<file path="config.mk">
export PLATFORM = sky130hd
export DESIGN_NAME = ps2_cmd_decoder
export DESIGN_NICKNAME = d
export VERILOG_FILES = /design/src/rtl/ps2_pkg.sv /design/src/rtl/ps2_rx.sv /design/src/rtl/ps2_cmd_decoder.sv
export SDC_FILE = /design/constraint.sdc
export NUM_CORES = 1
export LEC_CHECK = 0
export BUFFER_PORTS_ARGS = -buffer_cell sky130_fd_sc_hd__buf_2
export CAP_MARGIN = 20
export CORE_UTILIZATION = 45
export DETAILED_ROUTE_END_ITERATION = 10
export GPL_TIMING_DRIVEN = 0
export HOLD_SLACK_MARGIN = 0.02
export PLACE_DENSITY_LB_ADDON = 0.2
export SYNTH_ARGS = -nofsm -noshare
export SYNTH_HDL_FRONTEND = slang
export SYNTH_SLANG_ARGS = --single-unit
</file>
<file path="constraint.sdc">
create_clock -name clk -period 3 [get_ports clk]
set_clock_uncertainty 0.1 [all_clocks]
set_input_delay 0.6 -clock clk [delete_from_list [all_inputs] [get_ports clk]]
set_output_delay 0.6 -clock clk [all_outputs]
set_load 0.1 [all_outputs]
</file>
<file path="src/rtl/ps2_pkg.sv">
// Shared scan codes, receiver states and command indices for the PS/2 command path.
// The WASD codes are only consumed when PS2_WASD_EN is defined.
package ps2_pkg;

  localparam logic [7:0] SC_EXT   = 8'hE0;
  localparam logic [7:0] SC_BRK   = 8'hF0;
  localparam logic [7:0] SC_UP    = 8'h75;
  localparam logic [7:0] SC_DOWN  = 8'h72;
  localparam logic [7:0] SC_LEFT  = 8'h6B;
  localparam logic [7:0] SC_RIGHT = 8'h74;
  localparam logic [7:0] SC_ESC   = 8'h76;
  localparam logic [7:0] SC_W     = 8'h1D;
  localparam logic [7:0] SC_S     = 8'h1B;
  localparam logic [7:0] SC_A     = 8'h1C;
  localparam logic [7:0] SC_D     = 8'h23;

  typedef enum logic [1:0] {
    RX_IDLE,
    RX_DATA,
    RX_PARITY,
    RX_STOP
  } rx_state_t;

  typedef enum logic [2:0] {
    CMD_UP    = 3'd0,
    CMD_DOWN  = 3'd1,
    CMD_LEFT  = 3'd2,
    CMD_RIGHT = 3'd3,
    CMD_RST   = 3'd4
  } cmd_t;

  localparam int N_CMD = 5;

  // Odd parity: data bits plus parity bit must contain an odd number of ones.
  function automatic logic parity_ok(input logic [7:0] data, input logic par);
    return ^{data, par};
  endfunction

endpackage

</file>
<file path="src/rtl/ps2_rx.sv">
// PS/2 frame receiver: input synchronizers, ps2_clk glitch filter, frame FSM and
// mid-frame timeout. Emits a received byte with a one-cycle valid or error pulse.
module ps2_rx
  import ps2_pkg::*;
#(
  parameter int FILTER_LEN  = 8,
  parameter int TIMEOUT_CYC = 100000
) (
  input  logic       clk,
  input  logic       rst,
  input  logic       i_ps2_clk,
  input  logic       i_ps2_data,
  output logic [7:0] o_byte,
  output logic       o_valid,
  output logic       o_err
);

  localparam int FW = $clog2(FILTER_LEN + 1);
  localparam int TW = $clog2(TIMEOUT_CYC + 1);

  logic [1:0]    r_clk_sync;
  logic [1:0]    r_dat_sync;
  logic          r_filt;
  logic [FW-1:0] r_filt_cnt;

  rx_state_t     r_state;
  rx_state_t     w_state_next;
  logic [2:0]    r_bit_cnt;
  logic [7:0]    r_shift;
  logic          r_parity;
  logic [TW-1:0] r_idle_cnt;
  logic [7:0]    r_byte;
  logic          r_valid;
  logic          r_err;

  logic w_flip;
  logic w_strobe;
  logic w_data;
  logic w_timeout;
  logic w_ok;
  logic w_err;

  // The filter flips on the FILTER_LEN-th consecutive differing sample; a 1->0 flip is the strobe.
  assign w_flip    = (r_clk_sync[1] != r_filt) && (r_filt_cnt == FW'(FILTER_LEN - 1));
  assign w_strobe  = w_flip && r_filt;
  assign w_data    = r_dat_sync[1];
  assign w_timeout = (r_state != RX_IDLE) && (r_idle_cnt == TW'(TIMEOUT_CYC));

  always_ff @(posedge clk) begin
    if (rst) begin
      r_clk_sync <= 2'b11;
      r_dat_sync <= 2'b11;
      r_filt     <= 1'b1;
      r_filt_cnt <= '0;
    end else begin
      r_clk_sync <= {r_clk_sync[0], i_ps2_clk};
      r_dat_sync <= {r_dat_sync[0], i_ps2_data};
      if (r_clk_sync[1] == r_filt) begin
        r_filt_cnt <= '0;
      end else if (w_flip) begin
        r_filt_cnt <= '0;
        r_filt     <= ~r_filt;
      end else begin
        r_filt_cnt <= r_filt_cnt + FW'(1);
      end
    end
  end

  always_comb begin
    w_state_next = r_state;
    w_ok         = 1'b0;
    w_err        = 1'b0;
    case (r_state)
      RX_IDLE: begin
        if (w_strobe && !w_data) w_state_next = RX_DATA;
      end
      RX_DATA: begin
        if (w_strobe && (r_bit_cnt == 3'd7)) w_state_next = RX_PARITY;
      end
      RX_PARITY: begin
        if (w_strobe) w_state_next = RX_STOP;
      end
      RX_STOP: begin
        if (w_strobe) begin
          w_state_next = RX_IDLE;
          if (parity_ok(r_shift, r_parity) && w_data) w_ok  = 1'b1;
          else                                         w_err = 1'b1;
        end
      end
      default: w_state_next = RX_IDLE;
    endcase
    if (w_timeout && !w_strobe) begin
      w_state_next = RX_IDLE;
      w_ok         = 1'b0;
      w_err        = 1'b1;
    end
  end

  always_ff @(posedge clk) begin
    if (rst) begin
      r_state    <= RX_IDLE;
      r_bit_cnt  <= '0;
      r_shift    <= '0;
      r_parity   <= 1'b0;
      r_idle_cnt <= '0;
      r_byte     <= '0;
      r_valid    <= 1'b0;
      r_err      <= 1'b0;
    end else begin
      r_state <= w_state_next;
      r_valid <= w_ok;
      r_err   <= w_err;
      if (w_ok) r_byte <= r_shift;
      if ((w_state_next == RX_IDLE) || w_strobe) r_idle_cnt <= '0;
      else                                       r_idle_cnt <= r_idle_cnt + TW'(1);
      if (w_strobe) begin
        case (r_state)
          RX_IDLE:   r_bit_cnt <= '0;
          RX_DATA: begin
            r_shift   <= {w_data, r_shift[7:1]};
            r_bit_cnt <= r_bit_cnt + 3'd1;
          end
          RX_PARITY: r_parity <= w_data;
          default: ;
        endcase
      end
    end
  end

  assign o_byte  = r_byte;
  assign o_valid = r_valid;
  assign o_err   = r_err;

endmodule

</file>
<file path="src/rtl/ps2_cmd_decoder.sv">
// PS/2 keyboard front end: receives frames, tracks E0/F0 prefixes and held keys, and
// emits one pulse per key press. Define PS2_WASD_EN to also map the WASD keys.
module ps2_cmd_decoder
  import ps2_pkg::*;
#(
  parameter int FILTER_LEN  = 8,
  parameter int TIMEOUT_CYC = 100000
) (
  input  logic       clk,
  input  logic       rst,
  input  logic       ps2_clk,
  input  logic       ps2_data,
  output logic [7:0] scan_code,
  output logic       code_valid,
  output logic       frame_err,
  output logic       key_up,
  output logic       key_down,
  output logic       key_left,
  output logic       key_right,
  output logic       key_rst
);

`ifdef PS2_WASD_EN
  localparam int N_SLOT = 9;
`else
  localparam int N_SLOT = 5;
`endif

  logic [7:0] w_rx_byte;
  logic       w_rx_valid;
  logic       w_rx_err;

  ps2_rx #(
    .FILTER_LEN (FILTER_LEN),
    .TIMEOUT_CYC(TIMEOUT_CYC)
  ) u_rx (
    .clk       (clk),
    .rst       (rst),
    .i_ps2_clk (ps2_clk),
    .i_ps2_data(ps2_data),
    .o_byte    (w_rx_byte),
    .o_valid   (w_rx_valid),
    .o_err     (w_rx_err)
  );

  logic              r_ext;
  logic              r_brk;
  logic [N_SLOT-1:0] r_held;
  logic [N_CMD-1:0]  r_pulse;

  logic              w_hit;
  cmd_t              w_cmd;
  logic [N_SLOT-1:0] w_slot_oh;
  logic              w_fresh;
  logic              w_prefix;

  // Each mapped (ext, code) pair owns one held-flag slot.
  always_comb begin
    w_hit     = 1'b0;
    w_cmd     = CMD_UP;
    w_slot_oh = '0;
    if (r_ext) begin
      case (w_rx_byte)
        SC_UP:    begin w_hit = 1'b1; w_cmd = CMD_UP;    w_slot_oh[0] = 1'b1; end
        SC_DOWN:  begin w_hit = 1'b1; w_cmd = CMD_DOWN;  w_slot_oh[1] = 1'b1; end
        SC_LEFT:  begin w_hit = 1'b1; w_cmd = CMD_LEFT;  w_slot_oh[2] = 1'b1; end
        SC_RIGHT: begin w_hit = 1'b1; w_cmd = CMD_RIGHT; w_slot_oh[3] = 1'b1; end
        default: ;
      endcase
    end else begin
      case (w_rx_byte)
        SC_ESC:   begin w_hit = 1'b1; w_cmd = CMD_RST;   w_slot_oh[4] = 1'b1; end
`ifdef PS2_WASD_EN
        SC_W:     begin w_hit = 1'b1; w_cmd = CMD_UP;    w_slot_oh[5] = 1'b1; end
        SC_S:     begin w_hit = 1'b1; w_cmd = CMD_DOWN;  w_slot_oh[6] = 1'b1; end
        SC_A:     begin w_hit = 1'b1; w_cmd = CMD_LEFT;  w_slot_oh[7] = 1'b1; end
        SC_D:     begin w_hit = 1'b1; w_cmd = CMD_RIGHT; w_slot_oh[8] = 1'b1; end
`endif
        default: ;
      endcase
    end
  end

  assign w_fresh  = |(w_slot_oh & ~r_held);
  assign w_prefix = (w_rx_byte == SC_EXT) || (w_rx_byte == SC_BRK);

  always_ff @(posedge clk) begin
    if (rst) begin
      r_ext   <= 1'b0;
      r_brk   <= 1'b0;
      r_held  <= '0;
      r_pulse <= '0;
    end else begin
      r_pulse <= '0;
      if (w_rx_err) begin
        r_ext <= 1'b0;
        r_brk <= 1'b0;
      end else if (w_rx_valid) begin
        if (w_rx_byte == SC_EXT) begin
          r_ext <= 1'b1;
        end else if (w_rx_byte == SC_BRK) begin
          r_brk <= 1'b1;
        end else begin
          r_ext <= 1'b0;
          r_brk <= 1'b0;
          if (w_hit && !w_prefix) begin
            if (r_brk) begin
              r_held <= r_held & ~w_slot_oh;
            end else if (w_fresh) begin
              r_held         <= r_held | w_slot_oh;
              r_pulse[w_cmd] <= 1'b1;
            end
          end
        end
      end
    end
  end

  assign scan_code  = w_rx_byte;
  assign code_valid = w_rx_valid;
  assign frame_err  = w_rx_err;
  assign key_up     = r_pulse[CMD_UP];
  assign key_down   = r_pulse[CMD_DOWN];
  assign key_left   = r_pulse[CMD_LEFT];
  assign key_right  = r_pulse[CMD_RIGHT];
  assign key_rst    = r_pulse[CMD_RST];

endmodule

</file>
Word level (Yosys, flattened, before mapping)
Index checks and enable logic that the tools add are counted.

Logic and storage cells: 117. RAM bits: 0. Output and inout port bits: 15. Memories: 0. Flip-flop bits (word level): 62. Latch bits: 0. ROM bits: 0.

Divide/modulo/power cells: 0. Magnitude comparators: 2. Shifts and indexed selects: 0. Equal/unequal tests: 16. Multiply operators: 0. Mux-type cells: 34. Add/sub/neg operators: 3. Bitwise operators: 13. Reduce and logical (&&, ||, !) cells: 33.

Operators with widths (count): == test 8 x 7 -> 1 bit (second input constant) (5); 2-to-1 mux 1 bit (20); adder 17 x 1 -> 17 bit (second input constant) (1); == test 17 bit (second input constant) (1); == test 8 bit (second input constant) (2); AND reduction 2 bit (6); AND 5 bit (2); 2-to-1 mux 2 bit (5); 2-to-1 mux 5 bit (2); NOT 5 bit (2); logical AND 1 bit (9); parity 9 bit (1); NOT 1 bit (8); one-hot mux 2 bit (4 select lines) (1); OR reduction 8 bit (1); 2-to-1 mux 3 bit (2); one-hot mux 2 bit (3 select lines) (1); one-hot mux 3 bit (2 select lines) (1); AND reduction 6 bit (1); nonzero test 2 bit (3); OR 5 bit (1); OR reduction 5 bit (1); adder 4 x 1 -> 4 bit (second input constant) (1); == test 2 bit (second input constant) (2); other kinds (17) (22).

Logic depth before layout (Yosys ltp)
Gate-level depths: netlist of the first run.

Depth in word-level cells: 10. Depth in mapped cells: 8. Gate-level depth less buffers: 6.

Modules after synthesis
A second synthesis of the first run with hierarchy kept.

Cell total of the unflattened synthesis: 296. Area, all modules: 2869.0 µm².

Modules (own cells, without submodules): ps2_rx (area each 2229.6 µm², instances 1, seq. area each 1001.0 µm², cells each 231); ps2_cmd_decoder (area each 639.4 µm², instances 1, seq. area each 240.2 µm², cells each 65).

Least setup slack after synthesis of the first run
No wires, ideal clock.

Kind: register to register. From: register u_rx.r_byte[2], in the netlist u_rx.o_byte[2]. To: register (tool-made name). Clock period less this slack: 2315 ps. Cell stages (with the launch flop): 7. Path slack: 685 ps. Setup time: 86 ps. Path buffers: 1. Data arrival time: 2130 ps. Path through: dfxtp_1 > clkbuf_1 > nor4bb_1 > nand4b_1 > o211ai_1 > a21oi_1 > a211oi_1.

RTL lines: start: declaration (RTL line ps2_rx.sv:32) `logic [7:0] r_byte;`; start signal: assignment (RTL line ps2_rx.sv:113) `if (w_ok) r_byte <= r_shift;`.

Worst setup path after layout of the first run
From: register u_rx.r_idle_cnt[2]. To: register u_rx.r_idle_cnt[0].

Word-level cells in the longest chain between the ends: 7.

Ends and longest elaborated chain: start: declaration (RTL line ps2_rx.sv:31) `logic [TW-1:0] r_idle_cnt;`; start signal: assignment (RTL line ps2_rx.sv:115) `else r_idle_cnt <= r_idle_cnt + TW'(1);`; == test 17 bit (RTL line ps2_rx.sv:47) `assign w_timeout = (r_state != RX_IDLE) && (r_idle_cnt == TW'(TIMEOUT_CYC));`; logical AND 1 bit (RTL line ps2_rx.sv:47); logical AND 1 bit (RTL line ps2_rx.sv:92) `if (w_timeout && !w_strobe) begin`; 2-to-1 mux 2 bit (RTL line ps2_rx.sv:92); logical NOT 2 bit (RTL line ps2_rx.sv:114) `if ((w_state_next == RX_IDLE) || w_strobe) r_idle_cnt <= '0;`; logical OR 1 bit (RTL line ps2_rx.sv:114); OR reduction 2 bit (no line).

No other way between the ends. A chain may end at the register's enable or synchronous reset.

==> metrics.yaml, run 1 <==
drt:
  vias_per_cell: 5.114
  antenna_left: 0
  first_pass_iters: 4
  drt_iter0_markers: 93
  wl_per_cell_um: 12.76
  finalWirelength_um: 5359
  num_vias: 2148
  drc_errors: 0
global_routing:
  overflow: 0
  met3_usage_pct: 4.382
  use_met2_pct: 27.33
  grt_pass1_vias: 1946
  grtUsageMet1_pct: 23.15
  antenna_found_initial: 0
  grtUsageTotal_pct: 17.83
  grt_pass1_wl_um: 8838
  globalRoute.busiestLayer: "met2"
  grt_max_degree: 11
timing:
  rsz0062_at_grt: "false"
  timing.final.crit_share_pct: 77.63
  period_minus_slack_ns: 2.329
  fin_ws_ns: 0.6712
  setup_viol: 0
  slew_violations: 0
  finalSetupTns_ns: 0
  max_slew_margin_pct: 63.97
  tightest_slew_ns: 0.5405
  fmaxAchievable_ghz: 0.4294
  final-hold-violation-count: 0
synth:
  syn_area_um2: 2835
  syn_area_per_cell_um2: 9.116
  yosysSeqAreaShare_pct: 43.78
  yosysMostFrequentCell: "dfxtp_1"
  synth_area_leaders: "dfxtp_1 44%, mux2i_1 7.1%, nor2_1 6.1%"
  synth_edf_count: 0
  synth_seq_cells: 62
  synth_fp_nets: 320
  ys.flop_type: "dfxtp_1"
  syn_inst: 311
  synth_top_area_share_pct: 43.78
  yosysTopAreaCell: "dfxtp_1"
  yosys_warnings: 0
  ys_top_cells_by_count: "62 x dfxtp_1, 46 x nor2_1, 21 x nand2b_1"
  synth_cell_types: 48
  synthArstFlopShare_pct: 0
clock_network:
  cts_tree: "built"
  cts.sinks: 62
  postCtsSetupBuffers: 0
  clk_latency_ns: 0.33
  cts_resized: 0
  cts_max_level: 3
  cts.clk_slew.worst_paths_ns: 0.07
  cts-hold-fix-buffers: 0
  cts-buffers-inserted: 9
  clk_path_buf_depth: 2
  cts_root_buf: "clkbuf_8"
cells_and_area:
  fin_area_um2: 3219
  syn_to_final_growth_pct: 13.55
  drive_gt1_share_pct: 14.20
  final_nets: 349
  diodes: 0
worst_hold_path:
  min_path_type: "flop to flop"
  hold_depth: 1
  min-delay-start: "u_rx.r_clk_sync[0]"
  hold_end: "u_rx.r_clk_sync[1]"
critical_path:
  r2r-end: "u_rx.r_idle_cnt[0]"
  path_class: "flop to flop"
  rrSetupSlack_ns: 0.67
  end_kind: "flop"
  r2r-start: "u_rx.r_idle_cnt[2]"
  crit_required_ns: 3.12
  path_max_fanout: 10
  start_kind: "flop"
  crit_arrival_ns: 2.45
  r2r_cells: 7
floorplan:
  core_um2: 5991
  rows: 28
  dieArea_um2: 6622
  start_util_pct: 47.33
  die_w_um: 81.38
  io_pins: 19
  die_y_um: 81.38
place:
  place_area_um2: 3019
  routabilityCongestion: 0.7886
  dpl.hpwl_um: 3726
  numPortBuffers: 18
  post-place-ws_ns: 0.6761
power_and_ir_drop:
  ir_drop_uv: 278.8
  leakage_nw: 1.183
  netSwitchingFraction_pct: 20.83
  total_power_mw: 1.599
  p_comb_share_pct: 1.8
  p_switching_uw: 333.0
  power_density_nw_per_um2: 496.6
  p_int_mw: 1.266
  pwr-share-seq_pct: 52.0
  power_frac_clock_pct: 46.2
run:
  maxCapViolations: 0
outcome:
  status: "complete, no violations"
how the worst max path moves through the flow:
stage,depth (start not counted),startpoint,endpoint,slack (ns)
finish,7,u_rx.r_idle_cnt[2],u_rx.r_idle_cnt[0],0.67
global route,7,u_rx.r_idle_cnt[2],u_rx.r_idle_cnt[8],0.60
CTS,7,u_rx.r_idle_cnt[2],u_rx.r_idle_cnt[15],0.67
detailed placement,7,u_rx.r_idle_cnt[2],u_rx.r_idle_cnt[0],0.68
global placement,5,rst,u_rx.r_shift[3],0.72
floorplan,6,u_rx.o_byte[2],flop,0.68
through the flow:
stage / hold slack [ns] / cells / utilization (%)
2_1_floorplan: 0.2895 / 311 / -
3_3_place_gp: 0.2928 / 404 / 50.40
3_5_place_dp: 0.3001 / 404 / 50.40
4_1_cts: 0.3189 / 420 / 53.74
5_1_grt: 0.3366 / 420 / 53.74
6_report: 0.3153 / 420 / 53.74
worst max-delay path, cell delays in order, from the launching register on:
cell and delay, ns:
dfxtp_1 0.35, or4b_1 0.51, or4_1 0.50, nor3_2 0.29, or3_1 0.18, buf_6 0.14, buf_12 0.12, nor2_1 0.04
final cells by class:
type	instances	area [µm²]
Tap cell	75	93.84
Clock buffer	12	155.1
Inverter	11	41.29
Sequential cell	62	1241
Clock inverter	4	45.04
Timing Repair Buffer	18	90.09
Fill cell	571	2771
Multi-Input combinational cell	222	1449
Buffer	16	103.9
power groups by stage:
stage | sequential (mW) | combinational [mW] | clock, mW
final | 0.831 | 0.0284 | 0.739
after global routing | 0.831 | 0.0316 | 0.794
after CTS | 0.831 | 0.0287 | 0.763
after detailed placement | 0.850 | 0.0289 | 0
after global placement | 0.850 | 0.0281 | 0
after floorplan | 0.849 | 0.0205 | 0
kinds of logic after synthesis:
kind of cell | after synthesis | synth area share, %
xor+xnor | 25 | 8.209
mux | 20 | 7.061
flops | 62 | 43.78
simple gates | 144 | 27.32
buf+inv | 27 | 5.119
compound gates | 28 | 6.311
fa+ha+maj | 5 | 2.207
sequential cells by signal, indices dropped and copies added, names as in the netlist, 2 cells and up, named ones only:
register         flops
r_pulse              5
u_rx.o_byte          8
u_rx.r_bit_cnt       3
u_rx.r_clk_sync      2
u_rx.r_dat_sync      2
u_rx.r_filt_cnt      4
u_rx.r_idle_cnt     17
u_rx.r_shift         8
u_rx.r_state         2
cells in the final DEF, fill, tap and decap left out, types with 3 or more instances in the layout:
cell type / n
nand4_1: 6
dfxtp_1: 62
and3_1: 3
nand2_1: 12
mux2i_1: 20
clkbuf_1: 11
nor2b_1: 4
or2_2: 5
ha_1: 5
xnor2_1: 9
clkbuf_8: 12
nand3_1: 16
nand2b_1: 21
nor3_1: 8
xor2_1: 15
clkinv_2: 3
nor3b_1: 4
buf_2: 20
inv_1: 11
a211oi_1: 3
nor2_1: 46
o21ai_0: 7
a21oi_1: 8
metal layers:
layer	vias up	share of wire, %	wire, µm
met5	-	0	0
met4	0	1.6	87
met3	9	2.9	155
met2	26	45	2422
met1	993	50	2693
li1	1120	-	-
Power figures use the tool's default switching activity.
==> run 2: changes to the inputs <==
--- a/config.mk
+++ b/config.mk
@@ -5,6 +5,7 @@
 export SDC_FILE = /design/constraint.sdc
 export NUM_CORES = 1
 export LEC_CHECK = 0
+export ABC_AREA = 1
 export BUFFER_PORTS_ARGS = -buffer_cell sky130_fd_sc_hd__buf_2
 export CAP_MARGIN = 20
 export CORE_UTILIZATION = 45
==> constraint.sdc (replaced) <==
create_clock -name clk -period 2 [get_ports clk]
set_clock_uncertainty 0.1 [all_clocks]
set_input_delay 0.4 -clock clk [delete_from_list [all_inputs] [get_ports clk]]
set_output_delay 0.4 -clock clk [all_outputs]
set_load 0.1 [all_outputs]
==> run 2 against run 1 <==
Count of clock-buffer cells in the layout unchanged. Sequential power up 49%. Largest power group unchanged. Final cell count up 28%. Via count up 22%. Largest cell class unchanged. Global-route usage up 0.52 points. Core utilization is 2.5 points higher. Highest routed layer unchanged.
==> metrics.yaml, run 2 <==
drt:
  vias_per_cell: 4.861  # was 5.114
  drc_errors: 0  # unchanged
  first_pass_iters: 4  # unchanged
  antenna_left: 0  # unchanged
  wl_per_cell_um: 11.56  # was 12.76 µm
  highest_layer: "met4"  # unchanged
  wl_met3_um: 235  # was 155 µm
  wl_met1_um: 3152  # was 2693 µm
  met2WireLength_um: 2738  # was 2422 µm
  num_vias: 2620  # was 2148
  drt_iter0_markers: 105  # was 93
  finalWirelength_um: 6229  # was 5359 µm
floorplan:
  die_w_um: 85.14  # was 81.38 µm
  die_y_um: 85.14  # was 81.38 µm
  rows: 29  # was 28
  core_um2: 6495  # was 5991 µm²
  io_pins: 19  # unchanged
  start_util_pct: 47.89  # was 47.33%
  dieArea_um2: 7249  # was 6622 µm²
cells_and_area:
  top_register: "u_rx.r_idle_cnt"  # unchanged
  multiInputGateArea_um2: 1629  # was 1449 µm²
  final_common_cell: "nand2_1"  # was dfxtp_1
  syn_to_final_growth_pct: 17.46  # was 13.55%
  drive_gt1_share_pct: 22.29  # was 14.20%
  seqCellArea_um2: 1259  # was 1241 µm²
  final_nets: 466  # was 349
  fillers: 602  # was 571
  largest_reg_flops: 17  # unchanged
  fin_area_um2: 3654  # was 3219 µm²
  diodes: 0  # unchanged
  layout_common_cells: "73 x nand2_1, 68 x nor2_1, 60 x inv_1, 50 x dfxtp_1, 25 x nand3_1"  # was 62 x dfxtp_1, 46 x nor2_1, 21 x nand2b_1, 20 x mux2i_1, 20 x buf_2
synth:
  synth_cell_types: 30  # was 48
  yosysTopAreaCell: "dfxtp_1"  # unchanged
  yosysSeqAreaShare_pct: 39.90  # was 43.78%
  synth_fp_nets: 430  # was 320
  syn_area_um2: 3110  # was 2835 µm²
  synth_top_area_share_pct: 39.90  # was 43.78%
  synth_seq_cells: 62  # unchanged
  yosys_warnings: 0  # unchanged
  synth_area_leaders: "dfxtp_1 40%, nand2_1 8.8%, nor2_1 8.2%"  # was dfxtp_1 44%, mux2i_1 7.1%, nor2_1 6.1%
  yosysMostFrequentCell: "nand2_1"  # was dfxtp_1
  ys_top_cells_by_count: "73 x nand2_1, 68 x nor2_1, 62 x dfxtp_1"  # was 62 x dfxtp_1, 46 x nor2_1, 21 x nand2b_1
  syn_area_per_cell_um2: 7.388  # was 9.116 µm²
  synth_edf_count: 0  # unchanged
  synthArstFlopShare_pct: 0  # unchanged
  ys.flop_type: "dfxtp_1"  # unchanged
  syn_inst: 421  # was 311
global_routing:
  grtUsageTotal_pct: 18.35  # was 17.83%
  overflow: 0  # unchanged
  grt_max_degree: 11  # unchanged
  antenna_found_initial: 0  # unchanged
  grt_pass1_vias: 2405  # was 1946
  grt_pass1_wl_um: 10610  # was 8838 µm
critical_path:
  crit_arrival_ns: 1.99  # was 2.45 ns
  crit_required_ns: 2.13  # was 3.12 ns
  critPathMaxStageDelay_ns: 0.36  # was 0.51 ns
  worstPathCellList: "ha_4, nand2_4, nor2_4, nand2_4, buf_12, nand3_1, nand4_1, nand3_2, nand2_2, nand2_4, clkbuf_16, nor2_4"  # was or4b_1, or4_1, nor3_2, or3_1, buf_6, buf_12, nor2_1
  path_max_fanout: 6  # was 10
  end_kind: "flop"  # unchanged
  cpMaxStageDelayCell: "dfxtp_4"  # was or4b_1
  path_common_cell: "nand2_4"
  r2r-end: "u_rx.r_idle_cnt[9]"  # was u_rx.r_idle_cnt[0]
  path_class: "flop to flop"  # unchanged
  start_kind: "flop"  # unchanged
  r2r-start: "u_rx.r_filt_cnt[0]"  # was u_rx.r_idle_cnt[2]
  path_delay_family: "simple AND/OR/NAND/NOR gates"  # unchanged
  r2r_cells: 12  # was 7
  path_buf_inv: 2  # unchanged
  rrSetupSlack_ns: 0.14  # was 0.67 ns
run:
  maxCapViolations: 0  # unchanged
power_and_ir_drop:
  ir_drop_uv: 327.0  # was 278.8 µV
  total_power_mw: 2.491  # was 1.599 mW
  power_density_nw_per_um2: 681.8  # was 496.6 nW/µm²
  leakage_nw: 1.464  # was 1.183 nW
timing:
  final-hold-violation-count: 0  # unchanged
  tightest_slew_ns: 0.5217  # was 0.5405 ns
  period_minus_slack_ns: 1.860  # was 2.329 ns
  setup_viol: 0  # unchanged
  max_slew_margin_pct: 65.22  # was 63.97%
  timing.final.crit_share_pct: 93.00  # was 77.63%
  fmaxAchievable_ghz: 0.5377  # was 0.4294 GHz
  slew_violations: 0  # unchanged
clock_network:
  clk_latency_ns: 0.34  # was 0.33 ns
  cts.clk_slew.worst_paths_ns: 0.07  # about the same
  cts_root_buf: "clkbuf_8"  # unchanged
  cts_tree: "built"  # unchanged
  cts.sinks: 62  # unchanged
  cts-buffers-inserted: 9  # unchanged
  cts_max_level: 3  # unchanged
  clk_path_buf_depth: 2  # unchanged
worst_hold_path:
  min-delay-start: "ps2_data"  # was u_rx.r_clk_sync[0]
  min_path_type: "primary input to flop"  # was flop to flop
  hold_end: "u_rx.r_dat_sync[0]"  # was u_rx.r_clk_sync[1]
  hold_depth: 2  # was 1
place:
  dpl.hpwl_um: 4448  # was 3726 µm
  routabilityCongestion: 0.8614  # was 0.7886
  place_area_um2: 3308  # was 3019 µm²
  numPortBuffers: 18  # unchanged
outcome:
  status: "complete, no violations"  # unchanged
-- run 2: cell count changes in the layout (fill, tap and decap cells not counted), sizes merged, moves of 6 or more --
cell | previous run | this run
inv | 11 | 63
nand2 | 12 | 80
clkbuf | 23 | 17
nand2b | 21 | 0
nor2 | 46 | 87
mux2i | 20 | 0
nand4 | 6 | 19
a21oi | 8 | 17
nand3 | 16 | 29
-- run 2: how the worst max path moves through the flow --
stage / startpoint / cells past startpoint / end / slack, ns
after floorplan: u_rx.o_byte[4] / 9 / flop / 0.07
after global placement: u_rx.r_filt_cnt[0] / 12 / u_rx.r_idle_cnt[15] / 0.06
after detailed placement: u_rx.r_filt_cnt[0] / 12 / u_rx.r_idle_cnt[10] / 0.02
after CTS: u_rx.r_filt_cnt[0] / 12 / u_rx.r_idle_cnt[15] / 0.0001
after global routing: u_rx.r_filt_cnt[0] / 13 / u_rx.r_idle_cnt[11] / -0.02
final: u_rx.r_filt_cnt[0] / 12 / u_rx.r_idle_cnt[9] / 0.14
-- run 2: power by group --
part	total, mW	internal, mW	leakage (nW)	switching (mW)
sequential	1.24	1.24	0.507	0.00287
clock	1.22	0.733	0.110	0.483
combinational	0.0347	0.0116	0.847	0.0231
-- run 2: logic make-up after synthesis --
| family | share of synthesized area [%] |
|---|---|
| adder cells (fa/ha/maj) | 2.011 |
| AND/OR/NAND/NOR | 37.77 |
| XOR/XNOR | 5.632 |
| flip-flops | 39.90 |
| AO/OA/AOI/OAI | 5.471 |
| buffers and inverters | 9.211 |
-- run 2: per-stage QoR --
stage	TNS, ns	instances	utilization, %	hold slack (ns)	worst slack, ns
2_1_floorplan	0	421	-	0.2895	0.06988
3_3_place_gp	0	516	50.93	0.2925	0.06469
3_5_place_dp	0	516	50.93	0.2975	0.02227
4_1_cts	0	532	54.25	0.1371	0.0001448
5_1_grt	-0.05895	539	56.25	0.1297	-0.01572
6_report	0	539	56.25	0.1398	0.1401
-- run 2: worst reg2reg max path, delay by kind of cell (launching register included) --
| family | cells | cell delay [ns] |
|---|---|---|
| simple gates | 9 | 0.84 |
| flops | 1 | 0.36 |
| buf+inv | 2 | 0.33 |
| fa+ha+maj | 1 | 0.14 |
-- run 2: area by class of cell --
cell class / count / area share [%]
Tap cell: 77 / 2.637
Clock inverter: 4 / 1.918
Multi-Input combinational cell: 289 / 44.59
Inverter: 63 / 6.541
Buffer: 8 / 1.370
Sequential cell: 62 / 34.45
Clock buffer: 12 / 3.973
Timing Repair Buffer: 24 / 4.521
-- run 2: metal layers --
layer | vias up | global-route usage, %
li1 | 1409 | -
met1 | 1155 | 24.17
met2 | 46 | 28.37
met3 | 10 | 5.058
met4 | 0 | 7.550
met5 | - | 0
-- run 2: what timing repair did --
item / CTS / global route
gates resized for setup: 0 / 14
endpoints found under the setup margin: 0 / 38
setup buffers: 0 / 5
hold buffers: 0 / 0
==> run 3: changes to the inputs <==
--- a/config.mk
+++ b/config.mk
@@ -5,7 +5,6 @@
 export SDC_FILE = /design/constraint.sdc
 export NUM_CORES = 1
 export LEC_CHECK = 0
-export ABC_AREA = 1
 export BUFFER_PORTS_ARGS = -buffer_cell sky130_fd_sc_hd__buf_2
 export CAP_MARGIN = 20
 export CORE_UTILIZATION = 45
==> run 3 against run 2 <==
The run now ends with setup timing left. Setup slack worse by 0.19 ns. Hold slack improved by 0.0050 ns. Combinational power rose by 25%. Critical path depth shrank 6. First-iteration DRC count down 36%. Critical path type unchanged. Critical endpoint is now u_rx.r_idle_cnt[11]. Largest power group unchanged. Highest routed layer unchanged.
==> metrics.yaml, run 3 (synthesis gave the netlist of run 1 again) <==
outcome:
  status: "finished with violations"  # was complete, no violations
  violations: "setup timing"
global_routing:
  grt_max_degree: 11  # unchanged
  grt_pass1_vias: 1993  # was 2405
  grtUsageTotal_pct: 18.04  # was 18.35%
  overflow: 0  # unchanged
  grt_pass1_wl_um: 8914  # was 10610 µm
  antenna_found_initial: 0  # unchanged
drt:
  vias_per_cell: 5.092  # was 4.861
  first_pass_iters: 4  # unchanged
  antenna_left: 0  # unchanged
  finalWirelength_um: 5583  # was 6229 µm
  wl_per_cell_um: 13.14  # was 11.56 µm
  num_vias: 2164  # was 2620
  drt_iter0_markers: 67  # was 105
  drc_errors: 0  # unchanged
floorplan:
  core_um2: 5991  # was 6495 µm²
  rows: 28  # was 29
  die_y_um: 81.38  # was 85.14 µm
  start_util_pct: 47.33  # was 47.89%
  io_pins: 19  # unchanged
  die_w_um: 81.38  # was 85.14 µm
  dieArea_um2: 6622  # was 7249 µm²
power_and_ir_drop:
  netSwitchingFraction_pct: 20.42  # was 20.44%
  leakage_nw: 1.266  # was 1.464 nW
  p_int_mw: 1.848  # was 1.982 mW
  power_frac_clock_pct: 44.5  # was 48.8%
  ir_drop_uv: 408.7  # was 327.0 µV
  power_density_nw_per_um2: 682.5  # was 681.8 nW/µm²
  p_switching_uw: 474.0  # was 509.1 µW
  pwr-share-seq_pct: 53.7  # was 49.8%
  total_power_mw: 2.322  # was 2.491 mW
  p_comb_share_pct: 1.9  # was 1.4%
clock_network:
  cts.clk_slew.worst_paths_ns: 0.06  # was 0.07 ns
  cts-hold-fix-buffers: 0  # unchanged
  clk_latency_ns: 0.34  # about the same
  cts.sinks: 62  # unchanged
  cts-buffers-inserted: 9  # unchanged
  clk_path_buf_depth: 2  # unchanged
  cts_tree: "built"  # unchanged
  cts_root_buf: "clkbuf_8"  # unchanged
  cts_max_level: 3  # unchanged
cells_and_area:
  diodes: 0  # unchanged
  layout_common_cells: "47 x dfxtp_1, 36 x nor2_1, 21 x nand2b_1, 20 x mux2i_1, 18 x buf_2"  # was 73 x nand2_1, 68 x nor2_1, 60 x inv_1, 50 x dfxtp_1, 25 x nand3_1
  final_common_cell: "dfxtp_1"  # was nand2_1
  final_nets: 354  # was 466
  utilization_pct: 56.79  # was 56.25%
  largest_reg_flops: 17  # unchanged
  syn_to_final_growth_pct: 19.99  # was 17.46%
  drive_gt1_share_pct: 25.14  # was 22.29%
  top_register: "u_rx.r_idle_cnt"  # unchanged
timing:
  timing.final.crit_share_pct: 102.4  # was 93.00%
  setup_viol: 17  # was 0
  fin_ws_ns: -0.04808  # was 0.1401 ns
  slew_violations: 0  # unchanged
  rsz0062_at_grt: "true"
  period_minus_slack_ns: 2.048  # was 1.860 ns
  fmaxAchievable_ghz: 0.4883  # was 0.5377 GHz
  max_slew_margin_pct: 63.06  # was 65.22%
  tightest_slew_ns: 0.5541  # was 0.5217 ns
  finalSetupTns_ns: -0.5227  # was 0 ns
  final-hold-violation-count: 0  # unchanged
critical_path:
  path_max_fanout: 5  # was 6
  crit_arrival_ns: 2.18  # was 1.99 ns
  worstPathCellList: "or4b_4, or4_4, nor3_4, or3_4, clkbuf_16, nor2_1"  # was ha_4, nand2_4, nor2_4, nand2_4, buf_12, nand3_1, nand4_1, nand3_2, nand2_2, nand2_4, clkbuf_16, nor2_4
  path_class: "flop to flop"  # unchanged
  crit_required_ns: 2.13  # about the same
  critPathMaxStageDelay_ns: 0.52  # was 0.36 ns
  start_kind: "flop"  # unchanged
  cpMaxStageDelayCell: "or4b_4"  # was dfxtp_4
  end_kind: "flop"  # unchanged
place:
  dpl.hpwl_um: 3711  # was 4448 µm
  routabilityCongestion: 0.8096  # was 0.8614
  numPortBuffers: 18  # unchanged
run:
  maxCapViolations: 0  # unchanged
worst_hold_path:
  min_path_type: "primary input to flop"  # unchanged
-- run 3: changes by cell type in the layout (fill, tap and decap cells not counted), sizes merged, moves of 20 or more --
cell,change
nand2b,+21
inv,-52
mux2i,+20
nor2,-41
nand2,-68
-- run 3: area by class of cell --
type | count | area (µm²)
Fill cell | 530 | 2589
Tap cell | 75 | 93.84
Clock buffer | 16 | 190.2
Buffer | 12 | 83.83
Inverter | 11 | 41.29
Multi-Input combinational cell | 222 | 1543
Timing Repair Buffer | 27 | 187.7
Sequential cell | 62 | 1262
-- run 3: critical path: cells and delay by family, from the launching register on --
family,cells,cell delay [ns]
and+or+nand+nor,5,1.38
buffers and inverters,1,0.15
DFF,1,0.32
-- run 3: metal layers --
metal | GRT usage, % | up-vias | share of wire, %
li1 | - | 1125 | -
met1 | 22.54 | 991 | 48
met2 | 27.50 | 34 | 45
met3 | 4.831 | 14 | 4.1
met4 | 10.89 | 0 | 2.6
met5 | 0 | - | 0
-- run 3: path summary, 6_finish.rpt --
path / from / to / slack, ns / cells past startpoint
worst max-delay path: u_rx.r_idle_cnt[4] / u_rx.r_idle_cnt[11] / -0.05 / 6
worst min-delay path: ps2_data / u_rx.r_dat_sync[0] / 0.14 / 2
worst max register to register: u_rx.r_idle_cnt[4] / u_rx.r_idle_cnt[11] / -0.05 / 6
worst min register to register: u_rx.r_clk_sync[0] / u_rx.r_clk_sync[1] / 0.31 / 1
-- run 3: power groups by stage --
stage / registers, mW / clock network, mW / logic (mW)
after floorplan: 1.27 / 0 / 0.0308
after global placement: 1.27 / 0 / 0.0419
after detailed placement: 1.27 / 0 / 0.0427
after CTS: 1.25 / 1.07 / 0.0432
after global routing: 1.25 / 1.11 / 0.0476
final: 1.25 / 1.03 / 0.0433
-- run 3: stage by stage --
step | area (µm²) | hold WS, ns | worst slack, ns | std cells
6_report | 3402 | 0.1448 | -0.04808 | 425
2_1_floorplan | 2849 | 0.2895 | -0.1010 | 311
3_5_place_dp | 3033 | 0.2932 | -0.2585 | 404
5_1_grt | 3402 | 0.1390 | -0.1053 | 425
3_3_place_gp | 3033 | 0.2936 | -0.2520 | 404
4_1_cts | 3299 | 0.1299 | -0.01533 | 424
-- run 3: repair_timing --
action                                  CTS  global route
buffers inserted                          5             2
cloned                                    0             2
pin swaps                                 5             4
gates resized for setup                   9            26
endpoints found under the setup margin   27            47
